### src/rtl/sata_link_rx_ctrl.sv
// sata_link_rx_ctrl: SATA link-layer receive sequencer.
// Decodes the received primitive/data stream and drives the RX datapath
// through a one-dword hold buffer, so the CRC dword is tagged with rx_eop.
// It also picks the handshake primitive the TX side should send.
// Optional build macro: SATA_LINK_RX_CTRL_CNT_EN adds saturating frame
// statistics outputs (cnt_good, cnt_bad, cnt_abort).
module sata_link_rx_ctrl #(
  parameter int STAT_TIMEOUT     = 16,
  parameter int MAX_FRAME_DWORDS = 2049
) (
  input  logic        clk,
  input  logic        reset,
  input  logic        link_up,
  input  logic [31:0] in_dat,
  input  logic        in_val,
  input  logic [3:0]  in_prim,
  output logic [31:0] rx_dat,
  output logic        rx_val,
  output logic        rx_eop,
  input  logic        fifo_almostfull,
  input  logic        stat_good_crc,
  input  logic        stat_bad_crc,
  input  logic        stat_fifo_ovfl,
  output logic [3:0]  tx_prim,
  output logic        frm_busy,
  output logic        frm_abort
`ifdef SATA_LINK_RX_CTRL_CNT_EN
  ,
  output logic [15:0] cnt_good,
  output logic [15:0] cnt_bad,
  output logic [15:0] cnt_abort
`endif
);

  typedef enum logic [3:0] {
    P_DATA  = 4'd0,  P_SYNC  = 4'd1,  P_X_RDY = 4'd2,  P_R_RDY = 4'd3,
    P_SOF   = 4'd4,  P_EOF   = 4'd5,  P_HOLD  = 4'd6,  P_HOLDA = 4'd7,
    P_R_IP  = 4'd8,  P_R_OK  = 4'd9,  P_R_ERR = 4'd10, P_WTRM  = 4'd11
  } prim_e;

  typedef enum logic [2:0] {
    S_IDLE, S_RDY, S_RECV, S_STATW, S_GOOD, S_BAD
  } state_e;

  localparam int                TCNT_W    = $clog2(STAT_TIMEOUT + 1);
  localparam logic [TCNT_W-1:0] TCNT_LAST = TCNT_W'(STAT_TIMEOUT - 1);
  localparam logic [11:0]       MAX_DW    = 12'(MAX_FRAME_DWORDS);

  state_e            r_state, w_state_nx;
  logic [31:0]       r_buf, w_buf_nx;
  logic              r_buf_full, w_buf_full_nx;
  logic [11:0]       r_dw_cnt, w_dw_cnt_nx, w_dw_cnt_inc;
  logic              r_err, w_err_nx, w_err_now;
  logic [TCNT_W-1:0] r_tcnt, w_tcnt_nx;
  logic              r_peer_hold, w_peer_hold_nx;
  logic [31:0]       r_rx_dat, w_rx_dat_nx;
  logic              r_rx_val, r_rx_eop, r_abort, r_busy;
  logic [3:0]        r_tx_prim, w_tx_nx;
  logic              w_emit, w_eop, w_abort, w_busy_nx;

  assign w_dw_cnt_inc = (r_dw_cnt == 12'hFFF) ? r_dw_cnt : r_dw_cnt + 12'd1;
  assign w_err_now    = r_err | stat_fifo_ovfl;

  // Next-state, hold-buffer and frame bookkeeping for one received dword.
  always_comb begin
    // NOTE: every combinational output gets a default first so no path
    // leaves it unassigned, which would otherwise infer a latch.
    w_state_nx     = r_state;
    w_buf_nx       = r_buf;
    w_buf_full_nx  = r_buf_full;
    w_dw_cnt_nx    = r_dw_cnt;
    w_err_nx       = r_err;
    w_tcnt_nx      = r_tcnt;
    w_peer_hold_nx = r_peer_hold;
    w_emit         = 1'b0;
    w_eop          = 1'b0;
    w_abort        = 1'b0;
    w_rx_dat_nx    = r_rx_dat;

    if (!link_up) begin
      // Link loss: close any open frame towards the CRC checker, then idle.
      w_abort = r_busy;
      if (r_buf_full) begin
        w_emit = 1'b1;
        w_eop  = 1'b1;
      end
      w_state_nx     = S_IDLE;
      w_buf_nx       = '0;
      w_buf_full_nx  = 1'b0;
      w_dw_cnt_nx    = '0;
      w_err_nx       = 1'b0;
      w_tcnt_nx      = '0;
      w_peer_hold_nx = 1'b0;
      w_rx_dat_nx    = r_buf_full ? r_buf : 32'd0;
    end else begin
      case (r_state)
        S_IDLE: begin
          if (in_val && in_prim == P_X_RDY) begin
            w_state_nx = S_RDY;
            w_err_nx   = 1'b0;
          end
        end
        S_RDY: begin
          if (in_val && in_prim == P_SOF) begin
            w_state_nx     = S_RECV;
            w_buf_full_nx  = 1'b0;
            w_dw_cnt_nx    = '0;
            w_peer_hold_nx = 1'b0;
          end else if (in_val && in_prim == P_SYNC) begin
            w_state_nx = S_IDLE;
          end
        end
        S_RECV: begin
          if (stat_fifo_ovfl) w_err_nx = 1'b1;
          if (in_val) begin
            w_peer_hold_nx = (in_prim == P_HOLD);
            case (in_prim)
              P_DATA: begin
                // The newest dword is always held back: it may be the CRC.
                w_emit        = r_buf_full;
                w_buf_nx      = in_dat;
                w_buf_full_nx = 1'b1;
                w_dw_cnt_nx   = w_dw_cnt_inc;
                if (w_dw_cnt_inc > MAX_DW) w_err_nx = 1'b1;
              end
              P_EOF: begin
                if (r_buf_full) begin
                  w_emit = 1'b1;
                  w_eop  = 1'b1;
                end else begin
                  w_err_nx = 1'b1;
                end
                w_buf_full_nx = 1'b0;
                w_tcnt_nx     = '0;
                w_state_nx    = S_STATW;
              end
              P_SYNC, P_WTRM: begin
                // Peer gave up on the frame; still close it in the RX path.
                if (r_buf_full) begin
                  w_emit = 1'b1;
                  w_eop  = 1'b1;
                end
                w_buf_full_nx = 1'b0;
                w_abort       = (in_prim == P_SYNC);
                w_state_nx    = (in_prim == P_SYNC) ? S_IDLE : S_BAD;
              end
              default: ;
            endcase
          end
        end
        S_STATW: begin
          w_err_nx  = w_err_now;
          w_tcnt_nx = r_tcnt + TCNT_W'(1);
          // A status pulse on the timeout clock still decides the outcome.
          if (stat_bad_crc || w_err_now) w_state_nx = S_BAD;
          else if (stat_good_crc)        w_state_nx = S_GOOD;
          else if (r_tcnt == TCNT_LAST)  w_state_nx = S_BAD;
        end
        S_GOOD, S_BAD: begin
          if (in_val && in_prim == P_SYNC) w_state_nx = S_IDLE;
        end
        default: w_state_nx = S_IDLE;
      endcase
      if (w_emit) w_rx_dat_nx = r_buf;
    end
  end

  // Primitive request and busy flag for the state being entered.
  always_comb begin
    w_tx_nx = P_SYNC;
    case (w_state_nx)
      S_IDLE:  w_tx_nx = P_SYNC;
      S_RDY:   w_tx_nx = P_R_RDY;
      S_RECV:  w_tx_nx = fifo_almostfull ? P_HOLD : (w_peer_hold_nx ? P_HOLDA : P_R_IP);
      S_STATW: w_tx_nx = P_R_IP;
      S_GOOD:  w_tx_nx = P_R_OK;
      S_BAD:   w_tx_nx = P_R_ERR;
      default: w_tx_nx = P_SYNC;
    endcase
    w_busy_nx = (w_state_nx inside {S_RECV, S_STATW, S_GOOD, S_BAD});
  end

  // State and registered outputs; reset has priority over everything.
  always_ff @(posedge clk) begin
    // NOTE: sequential state uses non-blocking assignments so every register
    // samples the pre-edge values, independent of statement order.
    if (reset) begin
      r_state     <= S_IDLE;
      r_buf       <= '0;
      r_buf_full  <= 1'b0;
      r_dw_cnt    <= '0;
      r_err       <= 1'b0;
      r_tcnt      <= '0;
      r_peer_hold <= 1'b0;
      r_rx_dat    <= '0;
      r_rx_val    <= 1'b0;
      r_rx_eop    <= 1'b0;
      r_tx_prim   <= P_SYNC;
      r_busy      <= 1'b0;
      r_abort     <= 1'b0;
    end else begin
      r_state     <= w_state_nx;
      r_buf       <= w_buf_nx;
      r_buf_full  <= w_buf_full_nx;
      r_dw_cnt    <= w_dw_cnt_nx;
      r_err       <= w_err_nx;
      r_tcnt      <= w_tcnt_nx;
      r_peer_hold <= w_peer_hold_nx;
      r_rx_dat    <= w_rx_dat_nx;
      r_rx_val    <= w_emit;
      r_rx_eop    <= w_eop;
      r_tx_prim   <= w_tx_nx;
      r_busy      <= w_busy_nx;
      r_abort     <= w_abort;
    end
  end

  assign rx_dat    = r_rx_dat;
  assign rx_val    = r_rx_val;
  assign rx_eop    = r_rx_eop;
  assign tx_prim   = r_tx_prim;
  assign frm_busy  = r_busy;
  assign frm_abort = r_abort;

`ifdef SATA_LINK_RX_CTRL_CNT_EN
  logic [15:0] r_cnt_good, r_cnt_bad, r_cnt_abort;

  // Saturating statistics: entries into GOOD/BAD and abort pulses.
  always_ff @(posedge clk) begin
    if (reset) begin
      r_cnt_good  <= '0;
      r_cnt_bad   <= '0;
      r_cnt_abort <= '0;
    end else begin
      if (w_state_nx == S_GOOD && r_state != S_GOOD && r_cnt_good != 16'hFFFF)
        r_cnt_good <= r_cnt_good + 16'd1;
      if (w_state_nx == S_BAD && r_state != S_BAD && r_cnt_bad != 16'hFFFF)
        r_cnt_bad <= r_cnt_bad + 16'd1;
      if (w_abort && r_cnt_abort != 16'hFFFF)
        r_cnt_abort <= r_cnt_abort + 16'd1;
    end
  end

  assign cnt_good  = r_cnt_good;
  assign cnt_bad   = r_cnt_bad;
  assign cnt_abort = r_cnt_abort;
`endif

endmodule

### config.mk
export PLATFORM = sky130hd
export DESIGN_NAME = sata_link_rx_ctrl
export DESIGN_NICKNAME = d
export VERILOG_FILES = /design/src/rtl/sata_link_rx_ctrl.sv
export SDC_FILE = /design/constraint.sdc
export NUM_CORES = 1
export LEC_CHECK = 0
export CAP_MARGIN = 10
export CORE_MARGIN = 2
export CORE_UTILIZATION = 50
export CTS_CLUSTER_SIZE = 10
export DETAILED_ROUTE_END_ITERATION = 8
export PLACE_DENSITY_LB_ADDON = 0.2
export SYNTH_ARGS = -nofsm -noshare
export SYNTH_HDL_FRONTEND = slang
export SYNTH_SLANG_ARGS = --single-unit
### constraint.sdc
create_clock -name clk -period 3.06 [get_ports clk]
set_clock_uncertainty 0.2 [all_clocks]
set_input_delay 0.612 -clock clk [delete_from_list [all_inputs] [get_ports clk]]
set_output_delay 0.612 -clock clk [all_outputs]
set_load 0.02 [all_outputs]
==> results of run 1 <==
-- worst max-delay path, delay by kind of cell --
| family | cells | cell delay (ns) |
|---|---|---|
| and+or+nand+nor | 3 | 0.97 |
| buffers and inverters | 1 | 0.61 |
| AOI/OAI and AO/OA | 2 | 0.51 |
-- worst paths after layout --
check | cells past startpoint | startpoint | slack (ns) | to
hold reg to reg | 2 | r_buf[7] | 0.26 | r_buf[7]
setup reg to reg | 8 | r_tcnt[0] | 0.66 | tx_prim[1]
hold / removal | 2 | r_buf[7] | 0.26 | r_buf[7]
setup / recovery | 6 | in_val | 0.40 | tx_prim[1]
-- power breakdown --
part	switching, mW	internal [mW]	total, mW
registers	0.000227	1.24	1.24
clock network	0.436	0.491	0.927
logic	0.0643	0.0655	0.130
total	0.500	1.79	2.29
-- per-layer routing --
metal / share of wire, % / routed length, µm / up-vias
met5: 0 / 0 / -
met4: 1.5 / 159 / 0
met3: 6.5 / 694 / 14
met2: 47 / 5080 / 123
met1: 45 / 4820 / 1902
li1: - / - / 1924
-- sequential cells by signal, summed over array words and instances (netlist names) --
name and cells:
rx_val 1, r_buf 32, r_state 3, rx_eop 1
r_dw_cnt 12, r_buf_full 1, tx_prim 4, frm_abort 1
r_err 1, r_peer_hold 1, frm_busy 1, r_tcnt 5
rx_dat 32
-- cells by family after synthesis --
group	after synthesis
xor gates and xnor gates	5
AOI/OAI and AO/OA	135
DFF	95
buffers and inverters	53
and+or+nand+nor	204
muxes	1
adders and majority gates	3
-- area by class of cell --
type / instances / area (µm²) / area share [%]
Multi-Input combinational cell: 348 / 2070 / 38.8
Tap cell: 105 / 131 / 2.46
Sequential cell: 95 / 1900 / 35.6
Clock buffer: 11 / 141 / 2.65
Clock inverter: 5 / 86.3 / 1.62
Timing Repair Buffer: 97 / 961 / 18.0
Inverter: 13 / 48.8 / 0.913
-- layout by cell type (no fill, tap or decap), types with 4 or more instances in the layout --
cell type	count
a211oi_1	4
a21oi_1	55
a31oi_1	7
a32oi_1	32
and3_1	6
buf_4	12
clkbuf_8	10
clkdlybuf4s50_1	83
dfxtp_1	95
inv_1	13
nand2_1	77
nand3_1	14
nand4_1	7
nor2_1	52
nor3_1	6
nor4_1	4
o21ai_0	7
-- metrics by stage --
| step | std cells | area [µm²] | hold WS (ns) |
|---|---|---|---|
| floorplan | 496 | 4220 | 0.236 |
| global placement | 658 | 5110 | 0.241 |
| detailed placement | 658 | 5110 | 0.247 |
| CTS | 674 | 5340 | 0.259 |
| global route | 674 | 5340 | 0.276 |
| finish | 674 | 5340 | 0.257 |
==> results.sh, run 1 <==
export IMPL_port_buffers=83
export IMPL_n_antenna_cell=0
export IMPL_synth_seq_cells=95
export IMPL_finalMaxSlewViolations=0
export IMPL_die_w_um=95.8
export IMPL_avgSynthCellArea_um2=8.50
export IMPL_synth_most_common_cell="dfxtp_1"
export IMPL_layout_nets=611
export IMPL_synthXorXnorAreaFrac_pct=1.04
export IMPL_wl_per_cell_um=16.0
export IMPL_grt_use_met2_pct=38.3
export IMPL_cp_required_ns=3.11
export IMPL_place_congestion=0.874
export IMPL_hold_viol_final=0
export IMPL_cts_setup_buffers=0
export IMPL_drtPass1Iterations=5
export IMPL_drcViolationCount=0
export IMPL_fmax_mhz=376
export IMPL_dp_hpwl_mm=7.17
export IMPL_setup_viol_count_final=0
export IMPL_yosysSeqAreaShare_pct=45.1
export IMPL_top_usage_layer="met2"
export IMPL_worst_setup_path_type="in2reg"
export IMPL_maxCapViolCount=0
export IMPL_synth_simple_gate_area_share_pct=24.3
export IMPL_crit_fanout=9
export IMPL_grt_overflow_total=0
export IMPL_clk_latency_ns=0.34
export IMPL_synth_compound_area_share_pct=22.6
export IMPL_power_density_mw_per_mm2=429
export IMPL_h_tree_depth=3
export IMPL_path_clk_slew_ns=0.09
export IMPL_end_kind="register"
export IMPL_cts_hold_buf=0
export IMPL_cts_sinks=95
export IMPL_synth_cells=496
export IMPL_synth_area_mm2=0.00422
export IMPL_row_count=33
export IMPL_cts_buffer_depth=2
export IMPL_drive_gt1_share_pct=8.26
export IMPL_vias=3963
export IMPL_top_level_ports=84
export IMPL_irDropWorstVdd_mv=0.352
export IMPL_cts_resized=0
export IMPL_netlist_top_cells_count="dfxtp_1, nand2_1, a21oi_1, nor2_1, a32oi_1"
export IMPL_cp_arrival_ns=2.71
export IMPL_cts_root_buf="clkbuf_8"
export IMPL_min_period_ns=2.66
export IMPL_worstSetupStartpointType="primary input"
export IMPL_crit_chain="clkdlybuf4s50_1 > and4bb_1 > nand3_1 > o311ai_1 > nand3b_1 > o32ai_1"
export IMPL_worst_slew_pin_slew_ns=0.579
export IMPL_cts_tree="yes"
export IMPL_synth_edf_count=0
export IMPL_grt_use_met1_pct=32.8
export IMPL_cts_buffers=9
export IMPL_die_area_mm2=0.00918
export IMPL_grt_use_met3_pct=5.17
export IMPL_status="finished clean"
export IMPL_cp_slowest_cell="clkdlybuf4s50_1"
export IMPL_fillCellCount=718
export IMPL_synth_top_area_share_pct=45.1
export IMPL_final_util_pct=65.4
export IMPL_synth_top_cells_by_area="dfxtp_1, nand2_1, a32oi_1, a21oi_1, nor2_1"
export IMPL_synth_adder_area_share_pct=0.890
export IMPL_start_util_pct=51.6
export IMPL_synth_mux_area_fraction_pct=0.237
export IMPL_yosysUniqueCellTypes=72
export IMPL_relSlewSlack_pct=60.4
export IMPL_cpPeakStageDelay_ns=0.61
export IMPL_fp_dieH_um=95.8
export IMPL_grt_pass1_wl_mm=17.7
export IMPL_yosysWarnings=0
export IMPL_synth_nets=543
export IMPL_finalWirelength_mm=10.8
export IMPL_synthArstFlopShare_pct=0
export IMPL_worst_slack_ns=0.400
export IMPL_total_power_mw=2.29
export IMPL_synth_largest_area_cell="dfxtp_1"
export IMPL_synth_top_family_by_area="simple AND/OR/NAND/NOR gates"
export IMPL_grt_start_max_net_pins=36
export IMPL_p_leak_nw=1.74
export IMPL_tns_ns=0
export IMPL_finalCritPeriodShare_pct=86.9
export IMPL_hp_class="reg2reg"
export IMPL_ant_nets=0
export IMPL_antenna_found_initial=0
export IMPL_vias_per_cell=5.88
export IMPL_synthToLayoutAreaGrowth_pct=26.7
export IMPL_track_usage_pct=24.4
export IMPL_core_area_mm2=0.00818
export IMPL_grt_pass1_vias=3723
export IMPL_pre_cts_slack_ns=0.0875
export IMPL_drt_iter0_drc=172
export IMPL_rsz0062_at_grt="no"
export IMPL_ys_flop_type="dfxtp_1"
(Power assumes the default switching activity.)
==> run 2, diff against run 1 <==
--- a/config.mk
+++ b/config.mk
@@ -6,8 +6,8 @@
 export NUM_CORES = 1
 export LEC_CHECK = 0
 export CAP_MARGIN = 10
-export CORE_MARGIN = 2
 export CORE_UTILIZATION = 50
+export CTS_CLUSTER_DIAMETER = 30
 export CTS_CLUSTER_SIZE = 10
 export DETAILED_ROUTE_END_ITERATION = 8
 export PLACE_DENSITY_LB_ADDON = 0.2
==> run 2 against run 1 <==
Register-to-register slack lost 0.06 ns. Flip-flop and latch count is the same. First-iteration DRC count grew 41%. Largest cell class unchanged. Cell count grew 0.30%. Critical path type unchanged. Setup slack gained 0.056 ns. Sequential power is essentially flat. Non-clock buffer count grew 2. Total power shrank 5.9%. Wire length is the same. Die area shrank 4.1%. Via count grew 1.7%.
==> results.sh, run 2 (synthesis results as in run 1) <==
export IMPL_fmax_mhz=384
export IMPL_vias_per_cell=5.96
export IMPL_end_kind="register"
export IMPL_placed_cells=660
export IMPL_drcViolationCount=0
export IMPL_whs_ns=0.257
export IMPL_antenna_found_initial=0
export IMPL_relSlewSlack_pct=51.2
export IMPL_hp_class="reg2reg"
export IMPL_power_density_mw_per_mm2=406
export IMPL_finalWirelength_mm=10.8
export IMPL_cp_arrival_ns=2.64
export IMPL_ant_nets=0
export IMPL_irDropWorstVdd_mv=0.232
export IMPL_h_tree_depth=3
export IMPL_whs_endpoint="r_buf[13]"
export IMPL_port_buffers=83
export IMPL_grt_pass1_wl_mm=17.9
export IMPL_row_count=33
export IMPL_r2r_end="r_err"
export IMPL_fp_dieH_um=93.8
export IMPL_core_area_mm2=0.00818
export IMPL_hold_path_startpoint="r_buf[13]"
export IMPL_start_util_pct=51.6
export IMPL_cts_sinks=95
export IMPL_grt_overflow_total=0
export IMPL_hold_depth=2
export IMPL_cts_buffer_depth=2
export IMPL_final_cell_mix="dfxtp_1, clkdlybuf4s50_1, nand2_1"
export IMPL_path_clk_slew_ns=0.09
export IMPL_pre_cts_slack_ns=0.0881
export IMPL_die_area_mm2=0.00880
export IMPL_crit_fanout=32
export IMPL_final_util_pct=65.0
export IMPL_n_antenna_cell=0
export IMPL_cts_hold_buf=0
export IMPL_cts_root_buf="clkbuf_8"
export IMPL_drive_gt1_share_pct=8.76
export IMPL_drt_iter0_drc=242
export IMPL_p_leak_nw=1.73
export IMPL_grt_pass1_vias=3895
export IMPL_status="finished clean"
export IMPL_ff2ff_setup_slack_ns=0.60
export IMPL_ff2ff_path_depth=6
export IMPL_final_area_mm2=0.00532
export IMPL_drtPass1Iterations=5
export IMPL_rsz0062_at_grt="no"
export IMPL_place_congestion=0.893
export IMPL_vias=4029
export IMPL_cts_tree="yes"
export IMPL_finalCritPeriodShare_pct=85.1
export IMPL_placed_cell_area_mm2=0.00513
export IMPL_grt_start_max_net_pins=36
export IMPL_min_period_ns=2.60
export IMPL_synthToLayoutAreaGrowth_pct=26.1
export IMPL_cp_required_ns=3.10
export IMPL_track_usage_pct=25.4
export IMPL_worst_setup_path_type="in2reg"
export IMPL_die_w_um=93.8
export IMPL_mostFrequentLayoutCell="dfxtp_1"
export IMPL_layout_nets=613
export IMPL_clk_latency_ns=0.36
export IMPL_wl_per_cell_um=15.9
export IMPL_cts_resized=0
export IMPL_cts_buffers=9
export IMPL_top_level_ports=84
export IMPL_tns_ns=0
export IMPL_hold_viol_final=0
export IMPL_finalMaxSlewViolations=0
export IMPL_setup_viol_count_final=0
export IMPL_worstSetupStartpointType="primary input"
export IMPL_r2r_start="r_dw_cnt[0]"
export IMPL_total_power_mw=2.16
export IMPL_worst_slew_pin_slew_ns=0.714
export IMPL_cts_setup_buffers=0
export IMPL_worst_slack_ns=0.456
export IMPL_fin_cells=676
export IMPL_dp_hpwl_mm=7.29
export IMPL_maxCapViolCount=0
-- run 2: worst max path at each step --
| stage | cells after the start | end | startpoint |
|---|---|---|---|
| 2_1_floorplan | 6 | tx_prim[0] | in_prim[3] |
| 3_3_place_gp | 6 | tx_prim[0] | in_prim[3] |
| 3_5_place_dp | 7 | tx_prim[0] | in_prim[0] |
| 4_1_cts | 6 | tx_prim[1] | in_val |
| 5_1_grt | 6 | tx_prim[1] | in_val |
| 6_report | 7 | rx_dat[9] | in_val |
-- run 2: critical path, stage by stage --
cell,delay (ns)
clkdlybuf4s50_1,0.62
and4bb_1,0.44
o211ai_2,0.22
a21o_1,0.25
buf_12,0.17
a32oi_1,0.25
nor2_1,0.07
-- run 2: where the power goes --
group | internal, mW | switching [mW]
clock network | 0.313 | 0.476
logic | 0.0672 | 0.0642
registers | 1.24 | 0.000252
-- run 2: cell type report --
class	instances	area, µm²
fill	718	2860
timing repair buffer	99	976
inverter	13	48.8
clock buffer	9	124
tap	105	131
multi-input combinational	348	2070
sequential	95	1900
clock inverter	7	61.3
-- run 2: layer usage --
metal | GRT usage [%] | share of wire (%) | vias up
met5 | 0 | 0 | -
met4 | 9.23 | 1.5 | 0
met3 | 5.18 | 6.2 | 22
met2 | 40.8 | 48 | 144
met1 | 33.7 | 45 | 1917
li1 | - | - | 1946
